==> src/rtl/alu_result_streamer.sv <==
// Buffers full-width ALU results in a small FIFO and streams each one to UART_TX as a
// byte frame: optional header, result bytes, optional XOR checksum.
`timescale 1ns/1ps
module alu_result_streamer #(
    parameter int unsigned RESULT_W    = 16,
    parameter int unsigned FIFO_DEPTH  = 4,
    parameter int unsigned HEADER_EN   = 1,
    parameter logic [7:0]  HEADER_BYTE = 8'hA5,
    parameter int unsigned CHECKSUM_EN = 1,
    parameter int unsigned MSB_FIRST   = 1
) (
    input  logic                clock,
    input  logic                reset,
    input  logic                in_valid,
    output logic                in_ready,
    input  logic [RESULT_W-1:0] in_data,
    output logic                tx_start,
    output logic [7:0]          tx_data,
    input  logic                tx_busy,
    output logic                frame_active,
    output logic [7:0]          frames_sent,
    output logic                overflow
);

    localparam int unsigned NB   = RESULT_W / 8;
    localparam int unsigned FLEN = NB + HEADER_EN + CHECKSUM_EN;
    localparam int unsigned CW   = $clog2(NB + 2);
    localparam int unsigned AW   = $clog2(FIFO_DEPTH);
    localparam logic [CW-1:0] CNT_LOAD = CW'(FLEN - 1);

    typedef enum logic [1:0] {S_IDLE, S_START, S_GAP, S_WAIT} state_t;

    // ---------------- result FIFO ----------------
    logic [RESULT_W-1:0] mem_q [FIFO_DEPTH];
    logic [AW-1:0]       wr_ptr_q, rd_ptr_q;
    logic [AW:0]         count_q;
    logic                overflow_q;
    logic                push, pop, fifo_empty;

    assign in_ready   = (count_q != (AW+1)'(FIFO_DEPTH));
    assign push       = in_valid && in_ready;
    assign fifo_empty = (count_q == '0);

    always_ff @(posedge clock) begin
        if (reset) begin
            wr_ptr_q   <= '0;
            rd_ptr_q   <= '0;
            count_q    <= '0;
            overflow_q <= 1'b0;
        end else begin
            if (push) wr_ptr_q <= wr_ptr_q + 1'b1;
            if (pop)  rd_ptr_q <= rd_ptr_q + 1'b1;
            case ({push, pop})
                2'b10:   count_q <= count_q + 1'b1;
                2'b01:   count_q <= count_q - 1'b1;
                default: count_q <= count_q;
            endcase
            if (in_valid && !in_ready) overflow_q <= 1'b1;
        end
    end

    always_ff @(posedge clock) begin
        if (push) mem_q[wr_ptr_q] <= in_data;
    end

    // ---------------- frame sequencer ----------------
    state_t              state_q, state_d;
    logic [CW-1:0]       cnt_q, cnt_d;
    logic [RESULT_W-1:0] shreg_q, shreg_d;
    logic [7:0]          csum_q, csum_d;
    logic                tx_start_q, tx_start_d;
    logic [7:0]          tx_data_q, tx_data_d;
    logic                frame_active_q, frame_active_d;
    logic [7:0]          frames_q, frames_d;
    logic                is_hdr, is_ck;
    logic [7:0]          data_byte, cur_byte;

    // Byte position is implied by the down-counter: top value is the header, zero the checksum.
    assign is_hdr    = (HEADER_EN != 0) && (cnt_q == CNT_LOAD);
    assign is_ck     = (CHECKSUM_EN != 0) && (cnt_q == '0);
    assign data_byte = (MSB_FIRST != 0) ? shreg_q[RESULT_W-1 -: 8] : shreg_q[7:0];
    assign cur_byte  = is_hdr ? HEADER_BYTE : (is_ck ? csum_q : data_byte);

    always_comb begin
        state_d        = state_q;
        cnt_d          = cnt_q;
        shreg_d        = shreg_q;
        csum_d         = csum_q;
        tx_start_d     = 1'b0;
        tx_data_d      = tx_data_q;
        frame_active_d = frame_active_q;
        frames_d       = frames_q;
        pop            = 1'b0;
        case (state_q)
            S_IDLE: begin
                if (!fifo_empty) begin
                    pop            = 1'b1;
                    shreg_d        = mem_q[rd_ptr_q];
                    csum_d         = '0;
                    cnt_d          = CNT_LOAD;
                    frame_active_d = 1'b1;
                    state_d        = S_START;
                end
            end
            S_START: begin
                if (!tx_busy) begin
                    tx_start_d = 1'b1;
                    tx_data_d  = cur_byte;
                    if (!is_hdr && !is_ck) begin
                        csum_d  = csum_q ^ data_byte;
                        shreg_d = (MSB_FIRST != 0) ? (shreg_q << 8) : (shreg_q >> 8);
                    end
                    state_d = S_GAP;
                end
            end
            S_GAP: state_d = S_WAIT;
            S_WAIT: begin
                if (!tx_busy) begin
                    if (cnt_q == '0) begin
                        frames_d       = frames_q + 8'd1;
                        frame_active_d = 1'b0;
                        state_d        = S_IDLE;
                    end else begin
                        cnt_d   = cnt_q - 1'b1;
                        state_d = S_START;
                    end
                end
            end
            default: state_d = S_IDLE;
        endcase
    end

    always_ff @(posedge clock) begin
        if (reset) begin
            state_q        <= S_IDLE;
            cnt_q          <= '0;
            shreg_q        <= '0;
            csum_q         <= '0;
            tx_start_q     <= 1'b0;
            tx_data_q      <= '0;
            frame_active_q <= 1'b0;
            frames_q       <= '0;
        end else begin
            state_q        <= state_d;
            cnt_q          <= cnt_d;
            shreg_q        <= shreg_d;
            csum_q         <= csum_d;
            tx_start_q     <= tx_start_d;
            tx_data_q      <= tx_data_d;
            frame_active_q <= frame_active_d;
            frames_q       <= frames_d;
        end
    end

    assign tx_start     = tx_start_q;
    assign tx_data      = tx_data_q;
    assign frame_active = frame_active_q;
    assign frames_sent  = frames_q;
    assign overflow     = overflow_q;

endmodule

==> config.mk <==
export PLATFORM = sky130hd
export DESIGN_NAME = alu_result_streamer
export DESIGN_NICKNAME = d
export VERILOG_FILES = /design/src/rtl/alu_result_streamer.sv
export SDC_FILE = /design/constraint.sdc
export NUM_CORES = 1
export LEC_CHECK = 0
export BUFFER_PORTS_ARGS = -buffer_cell sky130_fd_sc_hd__buf_2
export CAP_MARGIN = 20
export CORE_MARGIN = 3
export CORE_UTILIZATION = 50
export DETAILED_ROUTE_END_ITERATION = 16
export PLACE_DENSITY = 0.72
export SLEW_MARGIN = 20
export SYNTH_ARGS = -nofsm -noshare
export SYNTH_HDL_FRONTEND = slang
export SYNTH_SLANG_ARGS = --single-unit
==> constraint.sdc <==
create_clock -name clock -period 2.5 [get_ports clock]
set_input_delay 0.125 -clock clock [delete_from_list [all_inputs] [get_ports clock]]
set_output_delay 0.125 -clock clock [all_outputs]
set_load 0.05 [all_outputs]
==> metrics.txt, run 1 <==
Core Area=0.00937 sq mm; Worst Setup Start Kind=register; Peak VDD IR=0.000595 V; Rel. slew slack=0.324; vias in the first global route=3,055; Worst Path Max Fanout=6; critical path required time=2.95 ns; Combinational Power Share=0.308; sequential share of the synthesized area=0.620; Setup WS pre-CTS=0.227 ns; Avg Cell Area, Syn=12.8 sq um; critical path arrival=2.73 ns; Placer Congestion=0.730; Area Overhead vs Synth=23.0%; worst path setup slack after routing=0.219 ns; nets@finish=484; area leader, netlist=edfxtp_1; count leader, synth=edfxtp_1; post-layout util=0.644; min Tclk post-route=2.28 ns; Remaining DRCs=0; Reg power frac=0.351; Syn Inst Count=384; Pwr per Cell Area=1220 mW/mm^2; Antenna diodes=0; P_int=4.92 mW; Finish-stage setup viols=0; WL/cell=15.2 um; CTS Buf Count=17; 1st-iter DRT viols=121; top cells by instance count after synthesis=64 x edfxtp_1, 56 x dfxtp_1, 39 x nor2_1; final hold vios=0; Initial Util=0.524; setup TNS=0 ns; CTS tree=built; clock slew at reported path FFs=0.06 ns; clock sink count=120; critical path endpoint category=register; top post-synthesis cells by area=edfxtp_1 39%, dfxtp_1 23%, mux2i_1 4.5%; fraction of registers with async set/reset=0; Synthesized Nets=417; Die Wd=105 um; Yosys reg bits=120; Power Total=7.37 mW; max-cap violations=0; fill count=718; Cell Count, Final, Fillers Out=593; I/O Buffers=39; Net Sw Frac=0.333; # Post-CTS Setup Buffers=0; GRT Util Overall=0.175; clock root buffer=clkbuf_8; clock share of power=0.341; sw power=2.45 mW; Main synth FF type=edfxtp_1; Synth top area share=0.391; Final Max Tran Viols=0; # IOs=40; Max Clk Rate=438 MHz; RSZ-0062 raised after global routing=no; Leak=2.27 nW; Clk Latency, worst-skew pair=0.51 ns; dpl cells=544; Min-Delay Startpoint=reset; via count=3,124; worst min path class=in2reg; synthesized cell area=0.00491 sq mm; H-tree Lvls=4; Hold WS=0.0372 ns; CTS max path bufs=2; initial antenna violation count=0; outcome=complete, no violations; fin crit share=0.913; HPWL after DPL=5650 um; final instance area=0.00604 sq mm; First-pass DRT Iterations=4; skew final=0.00799 ns; largest net degree at the start of global routing=28; # rows=35; crit path from=count_q[0]; Synth cell types=44; Post-Route WL=9020 um; Post-synth EDFFs=64; Vias/cell=5.27; Placed Area=0.00525 sq mm; global-route wire length before repair=15,000 um; Slew @ Worst Pin=1.01 ns; DIE HEIGHT=105 um; post-route ant nets=0; YS warnings=0; worst r2r src=count_q[0]; die area=0.0110 sq mm; GR Overflow Total=0; kind of critical path=reg2reg; share of layout cells above drive strength 1=0.216
## worst max-delay path, cell delays in order (launching register included)
cell,delay (ns)
dfxtp_1,0.31
or3b_4,0.42
and2_1,0.20
inv_1,0.08
ha_1,0.18
inv_1,0.06
fa_1,0.37
xor2_1,0.16
or3_1,0.31
a21oi_1,0.13
## power by group through the flow
| stage | combinational, mW | sequential, mW | clock, mW |
|---|---|---|---|
| floorplan | 1.72 | 2.71 | 0 |
| global placement | 2.20 | 2.61 | 0 |
| detailed placement | 2.25 | 2.62 | 0 |
| CTS | 2.29 | 2.59 | 2.55 |
| global route | 2.52 | 2.62 | 2.66 |
| finish | 2.27 | 2.59 | 2.51 |
## routing by layer
layer / part of all wire / vias to the layer above / GRT usage / wire (um)
met2: 0.49 / 77 / 0.287 / 4430
met4: 0.0072 / 0 / 0.0647 / 65
met5: 0 / - / 0 / 0
met1: 0.46 / 1500 / 0.221 / 4110
met3: 0.046 / 6 / 0.0513 / 413
li1: - / 1541 / - / -
## cells in the final DEF, fill, tap and decap left out, drive strengths merged, types with 9 or more instances in the layout
cell type | synthesis | routed
a211oi | 14 | 14
a21oi | 14 | 14
buf | 10 | 50
clkbuf | 9 | 17
dfxtp | 56 | 56
dlygate4sd3 | 0 | 17
edfxtp | 64 | 64
ha | 12 | 12
inv | 19 | 29
mux2i | 22 | 22
nand2 | 24 | 24
nand2b | 13 | 13
nor2 | 39 | 39
o22ai | 9 | 9
## registers in the layout, summed over array words and instances (netlist names), named ones only
| register | flops |
|---|---|
| mem_q | 64 |
| csum_q | 8 |
| shreg_q | 16 |
| tx_data | 8 |
| cnt_q | 2 |
| state_q | 2 |
| overflow | 1 |
| wr_ptr_q | 2 |
| count_q | 3 |
| frames_sent | 8 |
| frame_active | 1 |
| rd_ptr_q | 2 |
| tx_start | 1 |
## path summary, 6_finish.rpt
check	cells after the start	slack (ns)	endpoint
min	2	0.04	register
max reg2reg	9	0.22	count_q[2]
max	9	0.22	count_q[2]
min reg2reg	2	0.47	csum_q[6]
## logic make-up (layout without fill, tap and decap cells)
group	count (synthesis)	count (layout)	synth area share
XOR/XNOR	11	11	0.0196
flip-flops	120	120	0.620
AO/OA/AOI/OAI	69	69	0.103
buffers and inverters	38	118	0.0347
multiplexers	30	30	0.0815
AND/OR/NAND/NOR	103	103	0.107
adder cells (fa/ha/maj)	13	13	0.0347
## cell type report
type,count,area [sq um],share of cell area
repair buffers,67,448,0.0742
inverters,19,71.3,0.0118
flip-flops and latches,120,3040,0.504
clock buffers,17,414,0.0686
multi-input cells,226,1700,0.281
well taps,129,161,0.0267
clock inverters,15,203,0.0336
## timing repair
| action | CTS | global route |
|---|---|---|
| hold buffers | 17 | 0 |
| resized for setup | 0 | 0 |
| endpoints found under the hold margin | 65 | 0 |
| endpoints found under the setup margin | 0 | 0 |
Power figures use the tool's default switching activity.
==> run 2: changes to the inputs <==
- PLACE_DENSITY: 0.72 -> 0.71
==> metrics.txt, run 2 (synthesis gave the netlist of run 1 again) <==
outcome=complete, no violations; CTS max path bufs=2; fin crit share=0.928; First-pass DRT Iterations=4; max-cap violations=0; Rel. slew slack=0.291; Final Max Tran Viols=0; Pwr per Cell Area=1210 mW/mm^2; most common cell after layout, fill and taps aside=edfxtp_1; Core Area=0.00937 sq mm; DIE HEIGHT=105 um; commonest non-fill, non-tap cells in the layout=64 x edfxtp_1, 56 x dfxtp_1, 39 x nor2_1, 39 x buf_2, 24 x nand2_1; final instance area=0.00603 sq mm; Leak=2.26 nW; min Tclk post-route=2.32 ns; vias in the first global route=3,150; fill count=705; via count=3,137; kind of critical path=reg2reg; clock root buffer=clkbuf_8; Placed Area=0.00526 sq mm; clock sink count=120; final hold vios=0; Area Overhead vs Synth=22.9%; RSZ-0062 raised after global routing=no; initial antenna violation count=0; setup TNS=0 ns; global-route wire length before repair=15,400 um; clock slew at reported path FFs=0.06 ns; Biggest register=mem_q; critical path arrival=2.76 ns; worst min path class=in2reg; Antenna diodes=0; skew final=0.0114 ns; Slew @ Worst Pin=1.05 ns; # IOs=40; Largest regs=mem_q (64), shreg_q (16); Peak VDD IR=0.000891 V; # rows=35; Clk Latency, worst-skew pair=0.51 ns; HPWL after DPL=5650 um; I/O Buffers=39; Remaining DRCs=0; Worst Setup Start Kind=register; CTS Buf Count=17; Placer Congestion=0.747; nets@finish=486; share of layout cells above drive strength 1=0.217; Finish-stage setup viols=0; max FFs per register=64; H-tree Lvls=4; critical path endpoint category=register; Max Clk Rate=431 MHz; Post-CTS Resized=0; WL/cell=15.3 um; GR Overflow Total=0; CTS tree=built; 1st-iter DRT viols=216; post-route ant nets=0; critical path required time=2.94 ns; Vias/cell=5.27; Post-Route WL=9130 um; Initial Util=0.524; GRT Util Overall=0.181; largest net degree at the start of global routing=36; Worst Path Max Fanout=6; Die Wd=105 um; die area=0.0110 sq mm
## run 2: where the power goes
group	leakage (nW)	internal, mW	switching, mW
clock network	0.286	1.46	0.955
logic	0.933	0.933	1.34
registers	1.04	2.43	0.187
## run 2: critical path: stages, from the launching register on
cell and delay (ns):
dfxtp_1 0.31, or3b_4 0.43, and2_1 0.21, inv_1 0.08
ha_1 0.18, inv_1 0.06, fa_1 0.37, xor2_1 0.16
or3_1 0.32, a21oi_1 0.14
## run 2: layout make-up
type / instances / area, sq um / area share
multi-input cells: 226 / 1700 / 0.282
clock inverters: 15 / 179 / 0.0297
inverters: 19 / 71.3 / 0.0118
repair buffers: 69 / 465 / 0.0771
flip-flops and latches: 120 / 3040 / 0.504
clock buffers: 17 / 414 / 0.0686
well taps: 129 / 161 / 0.0268
## run 2: per-layer routing
metal  track usage  part of all wire  vias up
met4        0.0628             0.013        0
li1              -                 -     1553
met2         0.291              0.48       78
met5             0                 0        -
met1         0.229              0.45     1494
met3        0.0605             0.053       12
## run 2: path summary, 6_finish.rpt
| path | from | to | slack, ns | depth (start not counted) |
|---|---|---|---|---|
| max | count_q[0] | count_q[2] | 0.18 | 9 |
| min | tx_busy | tx_data[5] | 0.05 | 4 |
| max reg2reg | count_q[0] | count_q[2] | 0.18 | 9 |
| min reg2reg | shreg_q[12] | csum_q[4] | 0.46 | 2 |
## run 2: timing repair
item	4_1_cts	5_1_grt
buffers inserted	0	0
hold buffers	18	0
hold endpoints to repair	68	0
## run 2: per-stage QoR
stage	power (mW)	setup slack, ns	utilization	std cells	hold slack (ns)
6_report	7.30	0.181	0.644	595	0.0502
5_1_grt	7.73	0.0729	0.644	595	0.0435
4_1_cts	7.36	0.171	0.644	595	0.0214
3_5_place_dp	4.89	0.210	0.561	545	0.343
3_3_place_gp	4.83	0.285	0.561	545	0.334
2_1_floorplan	4.43	0.0765	-	384	0.224
==> run 3: changes to the inputs <==
- CORE_ASPECT_RATIO: default -> 0.6
==> metrics.txt, run 3 (synthesis gave the netlist of run 1 again) <==
initial antenna violation count=0; Final Max Tran Viols=0; DIE HEIGHT=82.8 um; clock slew at reported path FFs=0.05 ns; kind of critical path=reg2reg; Post-Route WL=9370 um; vias in the first global route=2,982; CP top delay family=adder cells; Cell Count, Final, Fillers Out=591; Setup WS pre-CTS=0.196 ns; die area=0.0111 sq mm; Leak=2.23 nW; # IOs=40; max incr delay on CP=0.37 ns; Finish-stage setup viols=0; Area Overhead vs Synth=21.8%; fill count=712; Pwr per Cell Area=1200 mW/mm^2; critical-path cell list=inv_1, ha_1, o31a_1, ha_1, inv_1, fa_1, xor2_1, or3_1, a21oi_1; Rel. slew slack=0.390; GR Overflow Total=0; outcome=complete, no violations; # Post-CTS Setup Buffers=0; clock sink count=120; final instance area=0.00598 sq mm; Placed Area=0.00526 sq mm; setup TNS=0 ns; HPWL after DPL=6120 um; WL/cell=15.9 um; clock root buffer=clkbuf_16; Remaining DRCs=0; critical path arrival=2.67 ns; commonest non-fill, non-tap cells in the layout=64 x edfxtp_1, 56 x dfxtp_1, 39 x nor2_1, 39 x buf_2, 24 x nand2_1; Antenna diodes=0; Clk Latency, worst-skew pair=0.40 ns; GRT Util Overall=0.182; Placer Congestion=0.733; nets@finish=482; Power Total=7.18 mW; skew final=0.00905 ns; WP depth=9; Max Clk Rate=426 MHz; critical path endpoint category=register; worst min path class=in2reg; Die Wd=134 um; critical path required time=2.83 ns; CTS Buf Count=17; # rows=27; Worst Reg-to-Reg Cells=9; Worst Path Max Fanout=4; dpl cells=544; max-cap violations=0; Vias/cell=5.31; RSZ-0062 raised after global routing=no; CP max-delay cell=fa_1; 1st-iter DRT viols=195; I/O Buffers=39; final hold vios=0; worst path setup slack after routing=0.154 ns; Post-CTS Resized=0; CTS tree=built; H-tree Lvls=4; fin crit share=0.939; Hold Crit Depth=3; Slew @ Worst Pin=0.915 ns; most common cell after layout, fill and taps aside=edfxtp_1; share of layout cells above drive strength 1=0.210; post-route ant nets=0; Initial Util=0.525; CTS max path bufs=2; Worst Setup Start Kind=register; Core Area=0.00936 sq mm; Peak VDD IR=0.000765 V; min Tclk post-route=2.35 ns; Biggest register=mem_q; via count=3,138; global-route wire length before repair=15,100 um; Buf/Inv on CP=2; largest net degree at the start of global routing=51; Largest regs=mem_q (64), shreg_q (16); max FFs per register=64; First-pass DRT Iterations=4
## run 3: worst paths after layout
| check | from | end | slack, ns |
|---|---|---|---|
| worst min-delay path | in_valid | overflow | 0.06 |
| worst max register to register | state_q[0] | count_q[2] | 0.15 |
| worst min register to register | shreg_q[14] | csum_q[6] | 0.47 |
| worst max-delay path | state_q[0] | count_q[2] | 0.15 |
## run 3: final cells by class
class                      instances  area, sq um  share of cell area
tap                              130          163              0.0272
clock inverter                    14          135              0.0226
sequential                       120         3040               0.509
clock buffer                      17          425              0.0711
multi-input combinational        226         1700               0.284
inverter                          19         71.3              0.0119
timing repair buffer              65          443              0.0741
## run 3: routing by layer
layer	GRT usage	share of wire	vias to the layer above
li1	-	-	1538
met1	0.258	0.52	1518
met2	0.266	0.43	74
met3	0.0581	0.047	8
met4	0.0585	0.0069	0
met5	0	0	-
## run 3: what timing repair did
item,4_1_cts,5_1_grt
hold buffers,16,0
hold endpoints to repair,64,0
endpoints found under the setup margin,0,0
## run 3: power breakdown
part	leakage, nW	switching, mW	internal [mW]	total [mW]
Clock	0.264	0.838	1.44	2.28
Combinational	0.918	1.34	0.933	2.28
Sequential	1.04	0.188	2.43	2.62
Total	2.23	2.37	4.81	7.18
## run 3: worst min-delay path: stages
cell     delay, ns
buf_2         0.12
a41oi_1       0.12
nor2_1        0.07
## run 3: through the flow
| stage | hold slack [ns] | utilization |
|---|---|---|
| after floorplan | 0.224 | - |
| after global placement | 0.339 | 0.562 |
| after detailed placement | 0.343 | 0.562 |
| after CTS | 0.0548 | 0.639 |
| after global routing | 0.107 | 0.639 |
| final | 0.0647 | 0.639 |
